File: src/rtl/uart_pkg.sv
// Shared UART definitions used by both the transmitter and the receiver.
package uart_pkg;

  typedef enum logic [1:0] {IDLE, START, DATA, STOP} uart_state_t;

  localparam int OVERSAMPLE_DEF = 8;
  localparam int DATA_BITS_DEF  = 8;

endpackage

File: src/rtl/uart_transmitter_if.sv
// Holding-register write handshake between a host and the UART transmitter.
interface uart_transmitter_if #(
  parameter int DATA_BITS = uart_pkg::DATA_BITS_DEF
) ();
  logic                 tx_load;
  logic [DATA_BITS-1:0] THR_in;
  logic                 tx_ready;

  modport master (output tx_load, output THR_in, input  tx_ready);
  modport slave  (input  tx_load, input  THR_in, output tx_ready);
endinterface

File: src/rtl/rise_detect.sv
// One-cycle pulse on each rising edge of a level signal sampled in sys_clk.
module rise_detect (
  input  logic sys_clk,
  input  logic rst,
  input  logic sig_in,
  output logic pulse_out
);
  logic sig_old;

  // Loading the live value during reset too means no edge is seen right after it.
  always_ff @(posedge sys_clk) begin
    if (rst) sig_old <= sig_in;
    else     sig_old <= sig_in;
  end

  assign pulse_out = sig_in & ~sig_old;
endmodule

File: src/rtl/uart_transmitter.sv
// 8N1 UART transmitter: one-deep THR feeding a shift register, paced by bclkx8 ticks.
module uart_transmitter
  import uart_pkg::*;
#(
  parameter int DATA_BITS  = DATA_BITS_DEF,
  parameter int OVERSAMPLE = OVERSAMPLE_DEF
) (
  input  logic                sys_clk,
  input  logic                rst,
  input  logic                bclkx8,
  uart_transmitter_if.slave   host,
  output logic                tx_status,
  output logic                tx_data
);
  localparam int CW  = (OVERSAMPLE > 1) ? $clog2(OVERSAMPLE) : 1;
  localparam int BCW = $clog2(DATA_BITS + 1);

  uart_state_t          state, state_n;
  logic [CW-1:0]        count, count_n;
  logic [BCW-1:0]       bit_count, bit_count_n;
  logic [DATA_BITS-1:0] thr, thr_n, tsr, tsr_n;
  logic                 thr_full, thr_full_n;
  logic                 tx_data_n, tx_ready_q;
  logic                 tick, last, xfer;

  rise_detect u_rise (
    .sys_clk   (sys_clk),
    .rst       (rst),
    .sig_in    (bclkx8),
    .pulse_out (tick)
  );

  assign last = (count == CW'(OVERSAMPLE - 1));

  always_ff @(posedge sys_clk) begin
    if (rst) begin
      state      <= IDLE;
      count      <= '0;
      bit_count  <= '0;
      thr        <= '0;
      tsr        <= '0;
      thr_full   <= 1'b0;
      tx_data    <= 1'b1;
      tx_ready_q <= 1'b1;
    end else begin
      state      <= state_n;
      count      <= count_n;
      bit_count  <= bit_count_n;
      thr        <= thr_n;
      tsr        <= tsr_n;
      thr_full   <= thr_full_n;
      tx_data    <= tx_data_n;
      tx_ready_q <= ~thr_full_n;
    end
  end

  always_comb begin
    state_n     = state;
    count_n     = count;
    bit_count_n = bit_count;
    thr_n       = thr;
    tsr_n       = tsr;
    thr_full_n  = thr_full;
    tx_data_n   = 1'b1;
    xfer        = 1'b0;

    if (tick) begin
      unique case (state)
        IDLE: begin
          if (thr_full) begin
            xfer        = 1'b1;
            state_n     = START;
            count_n     = '0;
            bit_count_n = '0;
          end
        end
        START: begin
          if (last) begin
            state_n = DATA;
            count_n = '0;
          end else count_n = count + CW'(1);
        end
        DATA: begin
          if (last) begin
            tsr_n       = tsr >> 1;
            bit_count_n = bit_count + BCW'(1);
            count_n     = '0;
            if (bit_count == BCW'(DATA_BITS - 1)) state_n = STOP;
          end else count_n = count + CW'(1);
        end
        STOP: begin
          if (last) begin
            count_n = '0;
            // A waiting byte starts its start bit on this same tick: no idle gap.
            if (thr_full) begin
              xfer        = 1'b1;
              state_n     = START;
              bit_count_n = '0;
            end else state_n = IDLE;
          end else count_n = count + CW'(1);
        end
      endcase
    end

    // Transfer needs a full THR and a load needs an empty one, so they never collide.
    if (xfer) begin
      tsr_n      = thr;
      thr_full_n = 1'b0;
    end else if (host.tx_load && !thr_full) begin
      thr_n      = host.THR_in;
      thr_full_n = 1'b1;
    end

    unique case (state_n)
      IDLE, STOP: tx_data_n = 1'b1;
      START:      tx_data_n = 1'b0;
      DATA:       tx_data_n = tsr_n[0];
    endcase
  end

  assign host.tx_ready = tx_ready_q;
  assign tx_status     = (state != IDLE);
endmodule

File: src/flat_wrapper.sv
// flat-port wrapper written by rule: the top's interface ports become plain ports
module uart_transmitter_flat import uart_pkg::*;
#(
  parameter int DATA_BITS  = DATA_BITS_DEF,
  parameter int OVERSAMPLE = OVERSAMPLE_DEF
)
  (sys_clk, rst, bclkx8, tx_status, tx_data, host_tx_load, host_THR_in, host_tx_ready);
  uart_transmitter_if #(.DATA_BITS(DATA_BITS)) host_i ();
  input  logic sys_clk;
  input  logic rst;
  input  logic bclkx8;
  output logic tx_status;
  output logic tx_data;
  input wire logic [$bits(host_i.tx_load)-1:0] host_tx_load;
  input wire logic [$bits(host_i.THR_in)-1:0] host_THR_in;
  output wire logic [$bits(host_i.tx_ready)-1:0] host_tx_ready;
  assign host_i.tx_load = host_tx_load;
  assign host_i.THR_in = host_THR_in;
  assign host_tx_ready = host_i.tx_ready;
  uart_transmitter #(.DATA_BITS(DATA_BITS), .OVERSAMPLE(OVERSAMPLE)) u_core (.sys_clk(sys_clk), .rst(rst), .bclkx8(bclkx8), .host(host_i), .tx_status(tx_status), .tx_data(tx_data));
endmodule
File: config.mk
export PLATFORM = sky130hd
export DESIGN_NAME = uart_transmitter_flat
export DESIGN_NICKNAME = d
export VERILOG_FILES = /design/src/rtl/uart_pkg.sv /design/src/rtl/uart_transmitter_if.sv /design/src/rtl/rise_detect.sv /design/src/rtl/uart_transmitter.sv /design/src/flat_wrapper.sv
export SDC_FILE = /design/constraint.sdc
export NUM_CORES = 1
export LEC_CHECK = 0
export CELL_PAD_IN_SITES_DETAIL_PLACEMENT = 1
export CELL_PAD_IN_SITES_GLOBAL_PLACEMENT = 2
export CORE_MARGIN = 3
export CORE_UTILIZATION = 36
export CTS_BUF_LIST = sky130_fd_sc_hd__clkbuf_4 sky130_fd_sc_hd__clkbuf_8 sky130_fd_sc_hd__clkbuf_16
export DETAILED_ROUTE_END_ITERATION = 16
export GPL_ROUTABILITY_DRIVEN = 1
export PLACE_DENSITY = 0.93
export SLEW_MARGIN = 0
export SYNTH_ARGS = -nofsm -noshare
export SYNTH_HDL_FRONTEND = slang
export SYNTH_SLANG_ARGS = --single-unit
File: constraint.sdc
create_clock -name sys_clk -period 3.85 [get_ports sys_clk]
set_input_delay 0.77 -clock sys_clk [delete_from_list [all_inputs] [get_ports sys_clk]]
set_output_delay 0.77 -clock sys_clk [all_outputs]
set_load 0.02 [all_outputs]
* Yosys cells after proc, flatten, opt, wreduce, memory -nomap -nowiden
Index checks and enable logic that the tools add are counted.
** Storage, ports and cells
- Bits in registers :: 29
- Input bits :: 12
** Cells by class
- $add $sub $neg :: 2
- Equal/unequal tests :: 11
- Mux-type cells :: 26
- Bitwise operators :: 4
- Reduce and logical (&&, ||, !) cells :: 15
** Operator list (number)
- two-way mux 8 bit :: 4
- two-way mux 2 bit :: 6
- two-way mux 4 bit :: 3
- one-hot mux 4 bit (3 select lines) :: 1
- equality test 2 bit, second input constant :: 4
- one-hot mux 2 bit (4 select lines) :: 1
- nonzero test 2 bit :: 4
- two-way mux 1 bit :: 6
- two-way mux 3 bit :: 2
- inequality test 2 x 1 -> 1 bit, second input constant :: 3
- one-hot mux 3 bit (2 select lines) :: 1
- adder 4 x 1 -> 4 bit, second input constant :: 1
- equality test 2 x 1 -> 1 bit, second input constant :: 2
- equality test 4 x 3 -> 1 bit, second input constant :: 1
- logical NOT 2 bit :: 2
- AND reduction 2 bit :: 2
- AND reduction 4 bit :: 1
- adder 3 x 1 -> 3 bit, second input constant :: 1
- equality test 3 bit, second input constant :: 1
- inverter 1 bit :: 3
- one-hot mux 1 bit (3 select lines) :: 1
- AND reduction 3 bit :: 1
- nonzero test 3 bit :: 1
- OR reduction 3 bit :: 1
- 5 further kinds :: 5

* Depth between registers and ports, before layout
Gate-level depths: netlist (run 1).
- Depth after elaboration :: 8
- Mapped depth :: 9
- Depth with buffers taken out :: 8

* Hierarchy
Synthesis (run 1) repeated with hierarchy kept, for this count alone.
** Unflattened totals
- Cell total of the unflattened synthesis :: 164
- Area, all modules :: 1403.8 um^2
** Modules (own cells, without submodules)
- uart_transmitter :: times used 1, cells an instance 162, area an instance 1370.1 um^2, seq. area each 560.5 um^2
- rise_detect :: times used 1, cells an instance 2, area an instance 33.8 um^2, seq. area each 20.0 um^2

* Least setup slack after synthesis (run 1)
No wires, ideal clock.
- Path type :: input port to flip-flop
- Start :: input bclkx8
- End :: register u_core.tsr[7]
- Library setup time :: 128 ps
- Arrival :: 1640 ps
- Data required time :: 3722 ps
- Path slack :: 2082 ps
- Stages :: 6
- Path through :: nand2b_2 nor4_4 buf_4 nor2_1 a21oi_1 nor2_1
** Between the ends
- Cells in the longest elaborated chain, start to end :: 4
- Elaborated cells on any way between the ends :: 7
- Classes of those cells :: mux: 2; bitwise: 1; reduce/logical: 4
** RTL lines
- start: declaration :: line flat_wrapper.sv:11 : input logic bclkx8;
- bitwise AND 1 bit (*) :: line rise_detect.sv:16 : assign pulse_out = sig_in & ~sig_old;
- two-way mux 1 bit :: line uart_transmitter.sv:67 : if (tick) begin
- nonzero test 2 bit (no line)
- AND reduction 3 bit (no line)
- end signal: assignment :: line uart_transmitter.sv:50 : tsr <= tsr_n;
- end: declaration :: line uart_transmitter.sv:21 : logic [DATA_BITS-1:0] thr, thr_n, tsr, tsr_n;
Every way passes the cells marked *; elsewhere a longest branch is shown, timed or not.
A chain may end at the register's enable or synchronous reset.

* Worst setup path in the final report (run 1)
- Start :: register u_core.state[0]
- End :: output tx_status
** Between the ends
- Cells in the longest elaborated chain, start to end :: 1
** RTL lines
- start: declaration :: line uart_transmitter.sv:18 : uart_state_t state, state_n;
- start signal: assignment :: line uart_transmitter.sv:46 : state <= state_n;
- nonzero test 2 bit :: line uart_transmitter.sv:122 : assign tx_status = (state != IDLE);
- end: declaration :: line flat_wrapper.sv:12 : output logic tx_status;
No other way between the ends.

==> results of run 1 <==
where the power goes:
group          total (mW)  switching, mW  leakage, nW  internal (mW)
clock               0.244          0.112       0.0484          0.132
combinational      0.0601         0.0310        0.353         0.0290
sequential          0.316        0.00606        0.236          0.310
Yosys cell counts, types with 3 or more instances:
master / number / area share (%)
a21oi_1: 22 / 7.9
nor2_1: 25 / 6.7
nand2_1: 14 / 3.7
clkbuf_1: 4 / 1.1
ha_1: 9 / 8.0
dfxtp_1: 29 / 41
nand2b_1: 4 / 1.8
mux2i_1: 10 / 7.1
inv_1: 7 / 1.9
nand3_1: 12 / 4.3
nor2b_1: 3 / 1.3
nor3_1: 3 / 1.1
routing by layer:
metal | share of wire [%] | global-route usage (%) | wire length (um) | up-vias
met5 | 0 | 0 | 0 | -
met2 | 54 | 28.2 | 1660 | 14
li1 | - | - | - | 586
met4 | 2.2 | 8.19 | 68 | 0
met3 | 3.5 | 4.93 | 107 | 5
met1 | 41 | 15.2 | 1250 | 560
worst max-delay path: cells and delay by family, from the launching register on:
family | cells | cell delay, ns
buffers and inverters | 3 | 0.76
flip-flops | 1 | 0.39
adder cells (fa/ha/maj) | 1 | 0.24
logic make-up (layout without fill, tap and decap cells):
group / Yosys count / in the layout / synth area share, %
flip-flops: 29 / 29 / 41.4
multiplexers: 12 / 12 / 8.75
adder cells (fa/ha/maj): 9 / 9 / 8.04
AND/OR/NAND/NOR: 66 / 66 / 22.5
AO/OA/AOI/OAI: 32 / 32 / 14.4
buffers and inverters: 15 / 31 / 4.91
worst max path at each step:
stage | start | end | slack [ns] | depth (start not counted)
finish | u_core.state[0] | tx_status | 1.41 | 4
global route | u_core.state[1] | tx_status | 1.30 | 4
floorplan | bclkx8 | u_core.tsr[7] | 2.08 | 6
CTS | u_core.state[1] | tx_status | 1.38 | 4
detailed placement | bclkx8 | u_core.tx_data | 1.12 | 5
global placement | bclkx8 | u_core.tx_data | 1.21 | 5
per-stage QoR:
| stage | instance area (sq um) | hold WS [ns] |
|---|---|---|
| floorplan | 1400 | 0.450 |
| global placement | 1570 | 0.459 |
| detailed placement | 1570 | 0.471 |
| CTS | 1660 | 0.480 |
| global route | 1660 | 0.507 |
| finish | 1660 | 0.477 |
flip-flops by register name, indices dropped and copies added (netlist names):
signal,count
u_core.u_rise.sig_old,1
u_core.thr,8
u_core.count,3
u_core.host.tx_ready,1
u_core.state,2
u_core.bit_count,4
u_core.tsr,8
u_core.tx_data,1
u_core.thr_full,1
cell type report:
type / instances / area (sq um)
fill: 458 / 2060
multi-input combinational: 119 / 752
sequential: 29 / 581
timing repair buffer: 15 / 148
clock buffer: 6 / 76.3
tap: 48 / 60.1
inverter: 8 / 30.0
clock inverter: 2 / 10.0
==> results_dict.tcl, run 1 <==
set metrics [dict create \
    outcome "finished, final reports clean" \
    worstPathCellList "inv_1 > ha_1 > inv_1 > clkdlybuf4s50_1" \
    layout_commonest_cell "dfxtp_1" \
    cts_hold_buf 0 \
    reg2regPathDepth 6 \
    ant_nets 0 \
    slew_violations 0 \
    syn2layout_area_growth_pct 18.2 \
    gp_congestion 0.786 \
    ys_types 30 \
    die_h_um 68.4 \
    clock_skew_ns 0.00585 \
    place_inst 219 \
    cts_resized 0 \
    r2r_slack_ns 1.72 \
    cts-htree-levels 2 \
    worstSetupPathType "reg2out" \
    worst_pin_slew_ns 0.920 \
    overflow 0 \
    end_kind "output pin" \
    worstPathRequired_ns 3.08 \
    vias 1165 \
    synth-main-ff-cell "dfxtp_1" \
    drc 0 \
    synth_area_sq_mm 0.00140 \
    clkLatencyLatePin_ns 0.28 \
    min_path_type "reg2reg" \
    relSlewSlack_pct 38.6 \
    syn_avg_cell_area_sq_um 8.60 \
    timing.rr.start "u_core.count[0]" \
    holdPathEnd "u_core.count[1]" \
    yosys_warnings 0 \
    ioPinCount 15 \
    worst_path_most_repeated_cell "inv_1" \
    power_density_mw_per_mm2 374 \
    fin_setup_tns_ns 0 \
    p_leak_nw 0.638 \
    max_freq_mhz 409 \
    num_antenna_cells 0 \
    postCtsSetupRepairBufs 0 \
    rows 22 \
    seq_area_frac_synth_pct 41.4 \
    finalHoldViolations 0 \
    synth.net_count 184 \
    rsz0062_at_grt "false" \
    cts_made_buffers 5 \
    hpwlAfterDp_mm 2.38 \
    crit_arrival_ns 1.67 \
    stdcell_count 227 \
    start_util_pct 37.7 \
    grt_pass1_vias 1182 \
    start_kind "register" \
    wl_per_cell_um 13.6 \
    grt_max_degree 28 \
    cp_max_fo 4 \
    fin_util_pct 44.6 \
    ir_worst_vdd_mv 0.234 \
    clockBufferDepth 2 \
    grt_pass1_wl_mm 5.17 \
    routed_wl_mm 3.09 \
    cpMaxStageDelayCell "clkdlybuf4s50_1" \
    netlist_instances 163 \
    cts_tree "built" \
    coreArea_sq_mm 0.00372 \
    most-common-layout-cells "29 x dfxtp_1, 25 x nor2_1, 22 x a21oi_1, 14 x nand2_1, 14 x clkdlybuf4s50_1" \
    cts_num_sinks 29 \
    period_share_pct 63.5 \
    path_clk_slew_ns 0.06 \
    root_buffer "clkbuf_8" \
    regToRegEndpoint "u_core.tx_data" \
    drive_gt1_share_pct 8.94 \
    worstHoldPathCells 2 \
    period_minus_slack_ns 2.44 \
    via_per_inst 5.13 \
    slowest_delay_ns 0.59 \
    drv_cap 0 \
    grt_use_total_pct 15.4 \
    post-place-ws_ns 1.12 \
    port_buffers 14 \
    die_area_sq_mm 0.00468 \
    synth_edf_count 0 \
    dr.pass1.iters 4 \
    drt_iter0_markers 49 \
    setup_viol 0 \
    die_w_um 68.4 \
    synth_seq_cells 29 \
    layout.nets 199 \
    worstHoldStart "u_core.count[1]" \
    antenna_found_initial 0 \
    timing.final.ws_setup_ns 1.41 \
    p_total_uw 620 \
    async_flop_share_pct 0 \
]
Power figures use the tool's default switching activity.
==> run 2: changes to the inputs <==
- CORE_UTILIZATION: 36 -> 33
- PLACE_DENSITY: 0.93 -> 0.87
- clock period: 3.85 -> 2.3 ns (I/O delays scaled with it)
==> results_dict.tcl, run 2 (same netlist as run 1, synthesis figures left out) <==
set metrics [dict create \
    drv_cap 0 \
    max_freq_mhz 464 \
    die_h_um 71.2 \
    grt_pass1_wl_mm 5.53 \
    layout_commonest_cell "dfxtp_1" \
    vias 1185 \
    syn2layout_area_growth_pct 21.1 \
    cts_tree "built" \
    root_buffer "clkbuf_8" \
    setup_viol 0 \
    period_minus_slack_ns 2.16 \
    hpwlAfterDp_mm 2.49 \
    ant_nets 0 \
    antenna_found_initial 0 \
    worstPathRequired_ns 1.84 \
    fin_setup_tns_ns 0 \
    ir_worst_vdd_mv 0.379 \
    wl_per_cell_um 14.0 \
    r2r_slack_ns 0.26 \
    cts_num_sinks 29 \
    ioPinCount 15 \
    power_density_mw_per_mm2 650 \
    start_kind "register" \
    holdPathEnd "u_core.tsr[6]" \
    dr.pass1.iters 4 \
    relSlewSlack_pct 69.1 \
    worstHoldStart "u_core.thr[6]" \
    seq_power_share_pct 48.0 \
    clockBufferDepth 2 \
    via_per_inst 5.11 \
    end_kind "output pin" \
    regToRegEndpoint "u_core.bit_count[2]" \
    cts_made_buffers 5 \
    cp_max_fo 5 \
    p_leak_nw 0.659 \
    clock_skew_ns 0.00279 \
    num_antenna_cells 0 \
    die_area_sq_mm 0.00506 \
    worstHoldPathCells 2 \
    most-common-layout-cells "29 x dfxtp_1, 25 x nor2_1, 22 x a21oi_1, 14 x nand2_1, 14 x clkdlybuf4s50_1" \
    outcome "finished, final reports clean" \
    finalHoldViolations 0 \
    path_clk_slew_ns 0.06 \
    grt_use_total_pct 14.2 \
    power_frac_comb_pct 9.5 \
    routed_wl_mm 3.26 \
    fin_util_pct 41.8 \
    crit_arrival_ns 1.70 \
    timing.rr.start "u_core.state[0]" \
    cts-htree-levels 2 \
    port_buffers 14 \
    grt_max_degree 16 \
    drive_gt1_share_pct 10.4 \
    reg2regPathDepth 8 \
    layout.nets 202 \
    worstSetupPathType "reg2out" \
    top_regs "u_core.thr x8, u_core.tsr x8, u_core.bit_count x4" \
    die_w_um 71.2 \
    p_sw_share_pct 23.8 \
    period_share_pct 93.7 \
    start_util_pct 34.5 \
    rsz0062_at_grt "false" \
    cts_resized 0 \
    cts_hold_buf 0 \
    coreArea_sq_mm 0.00406 \
    worst_pin_slew_ns 0.463 \
    clkLatencyLatePin_ns 0.28 \
    overflow 0 \
    gp_congestion 0.827 \
    drc 0 \
    p_switching_uw 262 \
    rows 23 \
    drt_iter0_markers 39 \
    postCtsSetupRepairBufs 0 \
    power_frac_clock_pct 42.5 \
    grt_pass1_vias 1223 \
    p_int_uw 841 \
    min_path_type "reg2reg" \
    slew_violations 0 \
]
run 2: cell count changes in the layout (fill, tap and decap cells not counted):
cell      before  now
clkinv_2       2    1
clkbuf_4       1    0
clkbuf_8       5    7
buf_4          1    4
run 2: how the worst max path moves through the flow:
stage                          startpoint             endpoint  slack (ns)  cells past startpoint
after detailed placement           bclkx8  u_core.bit_count[2]        0.13                      7
after CTS                 u_core.state[0]            tx_status        0.11                      4
after global routing      u_core.state[1]            tx_status        0.03                      4
after global placement             bclkx8  u_core.bit_count[0]        0.24                      6
final                     u_core.state[1]            tx_status        0.14                      4
after floorplan           u_core.state[0]  u_core.bit_count[0]        0.56                      8
run 2: power groups by stage:
stage          Sequential (mW)  Clock, mW  Combinational, mW
2_1_floorplan            0.540          0             0.0603
3_3_place_gp             0.539          0              0.102
3_5_place_dp             0.540          0              0.106
4_1_cts                  0.529      0.485              0.107
5_1_grt                  0.530      0.516              0.116
6_report                 0.529      0.469              0.105
run 2: cell type report:
| type | count | area [sq um] |
|---|---|---|
| clock buffers | 7 | 96.3 |
| clock inverters | 1 | 5.00 |
| fillers | 469 | 2360 |
| inverters | 8 | 30.0 |
| multi-input cells | 119 | 752 |
| flip-flops and latches | 29 | 581 |
| well taps | 50 | 62.6 |
| repair buffers | 18 | 170 |
run 2: worst max-delay path, cell delays in order (launching register included):
cell	delay [ns]
dfxtp_1	0.41
inv_1	0.11
ha_1	0.24
inv_1	0.07
clkdlybuf4s50_1	0.59
run 2: per-layer routing:
| layer | track usage [%] | up-vias | wire [um] |
|---|---|---|---|
| met5 | 0 | - | 0 |
| met4 | 4.38 | 0 | 33 |
| met3 | 5.54 | 5 | 123 |
| met2 | 24.5 | 16 | 1680 |
| met1 | 16.0 | 572 | 1420 |
| li1 | - | 592 | - |
run 2: metrics by stage:
| step | hold WS [ns] | cells | area (sq um) | setup slack [ns] | total power, mW |
|---|---|---|---|---|---|
| 2_1_floorplan | 0.450 | 163 | 1400 | 0.558 | 0.600 |
| 3_3_place_gp | 0.466 | 224 | 1600 | 0.244 | 0.641 |
| 3_5_place_dp | 0.477 | 224 | 1600 | 0.126 | 0.646 |
| 4_1_cts | 0.496 | 232 | 1700 | 0.111 | 1.12 |
| 5_1_grt | 0.532 | 232 | 1700 | 0.0320 | 1.16 |
| 6_report | 0.492 | 232 | 1700 | 0.144 | 1.10 |
==> run 3: changes to the inputs <==
--- a/config.mk
+++ b/config.mk
@@ -8,10 +8,9 @@
 export CELL_PAD_IN_SITES_DETAIL_PLACEMENT = 1
 export CELL_PAD_IN_SITES_GLOBAL_PLACEMENT = 2
-export CORE_MARGIN = 3
-export CORE_UTILIZATION = 33
+export CORE_UTILIZATION = 30
 export CTS_BUF_LIST = sky130_fd_sc_hd__clkbuf_4 sky130_fd_sc_hd__clkbuf_8 sky130_fd_sc_hd__clkbuf_16
 export DETAILED_ROUTE_END_ITERATION = 16
 export GPL_ROUTABILITY_DRIVEN = 1
-export PLACE_DENSITY = 0.87
+export PLACE_DENSITY = 0.81
 export SLEW_MARGIN = 0
 export SYNTH_ARGS = -nofsm -noshare
==> constraint.sdc (replaced) <==
create_clock -name sys_clk -period 2.3 [get_ports sys_clk]
set_input_delay 0.23 -clock sys_clk [delete_from_list [all_inputs] [get_ports sys_clk]]
set_output_delay 0.23 -clock sys_clk [all_outputs]
set_load 0.02 [all_outputs]
==> results_dict.tcl, run 3 (same netlist as run 1, synthesis figures left out) <==
set metrics [dict create \
    die_h_um 70.3 \
    gp_congestion 0.847 \
    start_util_pct 31.7 \
    worst_pin_slew_ns 0.473 \
    worstPathRequired_ns 2.51 \
    crit_arrival_ns 2.20 \
    period_share_pct 86.3 \
    grt_pass1_vias 1219 \
    cts_hold_buf 0 \
    power_frac_clock_pct 46.8 \
    cts-htree-levels 2 \
    p_int_uw 934 \
    ir_worst_vdd_mv 0.308 \
    max_freq_mhz 504 \
    p_switching_uw 255 \
    antenna_found_initial 0 \
    power_frac_comb_pct 8.8 \
    regToRegEndpoint "u_core.bit_count[2]" \
    relSlewSlack_pct 68.5 \
    cts_tree "built" \
    port_buffers 14 \
    drc 0 \
    r2r_slack_ns 0.31 \
    n_fill_cell 532 \
    start_kind "register" \
    power_density_mw_per_mm2 695 \
    drt_iter0_markers 28 \
    fin_setup_tns_ns 0 \
    grt_max_degree 19 \
    via_per_inst 5.07 \
    period_minus_slack_ns 1.99 \
    clkLatencyLatePin_ns 0.28 \
    ioPinCount 15 \
    startpoint "u_core.state[0]" \
    layout_commonest_cell "dfxtp_1" \
    outcome "finished, final reports clean" \
    cts_made_buffers 5 \
    die_area_sq_mm 0.00495 \
    cts_num_sinks 29 \
    worstSetupPathType "reg2reg" \
    setup_viol 0 \
    reg2regPathDepth 8 \
    end_kind "register" \
    slew_violations 0 \
    dr.pass1.iters 4 \
    coreArea_sq_mm 0.00441 \
    cts_resized 0 \
    die_w_um 70.3 \
    min_path_type "in2reg" \
    top_regs "u_core.thr x8, u_core.tsr x8, u_core.bit_count x4" \
    seq_power_share_pct 44.5 \
    root_buffer "clkbuf_8" \
    grt_pass1_wl_mm 5.39 \
    vias 1181 \
    wl_per_cell_um 13.6 \
    num_antenna_cells 0 \
    ant_nets 0 \
    hpwlAfterDp_mm 2.36 \
    cp_max_fo 8 \
    overflow 0 \
    layout.nets 201 \
    crit_end "u_core.bit_count[2]" \
    p_leak_nw 0.662 \
    timing.rr.start "u_core.state[0]" \
    path_clk_slew_ns 0.07 \
    drive_gt1_share_pct 9.94 \
    rows 24 \
    most-common-layout-cells "29 x dfxtp_1, 25 x nor2_1, 22 x a21oi_1, 14 x nand2_1, 14 x clkdlybuf4s50_1" \
    routed_wl_mm 3.16 \
    grt_use_total_pct 14.0 \
    p_total_mw 1.19 \
    clockBufferDepth 2 \
    finalHoldViolations 0 \
    worstHoldStart "bclkx8" \
    p_sw_share_pct 21.4 \
    syn2layout_area_growth_pct 22.1 \
    drv_cap 0 \
    postCtsSetupRepairBufs 0 \
    rsz0062_at_grt "false" \
    clock_skew_ns 0.00711 \
    whs_ns 0.474 \
]
==> run 3: changes by cell type in the layout (fill, tap and decap cells not counted) <==
cell and change:
buf_4 -1, clkbuf_4 +1, clkbuf_8 -1, clkinv_2 -1, bufinv_16 +1
==> run 3: how the worst min path moves through the flow <==
stage                                 end  slack [ns]  cells past startpoint
floorplan           u_core.u_rise.sig_old        0.26                      0
global placement          u_core.count[1]        0.46                      2
detailed placement          u_core.tsr[5]        0.48                      2
CTS                 u_core.u_rise.sig_old        0.47                      1
global route        u_core.u_rise.sig_old        0.48                      1
finish              u_core.u_rise.sig_old        0.47                      1
==> run 3: layer usage <==
layer	track usage, %	wire length (um)	vias to the layer above
met4	5.56	66	0
met1	15.2	1410	567
met5	0	0	-
li1	-	-	594
met2	25.2	1600	13
met3	3.90	83	7
==> run 3: area by class of cell <==
type                    instances  area [sq um]  share of cell area [%]
multi-input cells             119           752                    44.0
flip-flops and latches         29           581                    33.9
repair buffers                 17           163                    9.51
clock buffers                   7          90.1                    5.27
well taps                      52          65.1                    3.80
clock inverters                 1          30.0                    1.76
inverters                       8          30.0                    1.76
==> run 3: stage by stage <==
step	util, %	std cells	setup WS, ns	cell area (sq um)
after CTS	38.7	233	0.296	1710
after global placement	36.0	225	0.428	1590
final	38.7	233	0.315	1710
after global routing	38.7	233	0.164	1710
after detailed placement	36.0	225	0.326	1590
after floorplan	-	163	0.558	1400
==> run 3: power groups by stage <==
stage	registers, mW	clock network [mW]	logic (mW)
2_1_floorplan	0.540	0	0.0603
3_3_place_gp	0.538	0	0.102
3_5_place_dp	0.540	0	0.105
4_1_cts	0.528	0.578	0.106
5_1_grt	0.530	0.604	0.115
6_report	0.529	0.556	0.105
==> run 3: worst max-delay path, cell delays in order, from the launching register on <==
cell and delay (ns):
dfxtp_1 0.34, inv_1 0.12, ha_1 0.35, inv_2 0.11, a2111oi_4 0.47, nand2_1 0.16
nor3b_1 0.22, a21oi_1 0.06, nor2_1 0.08
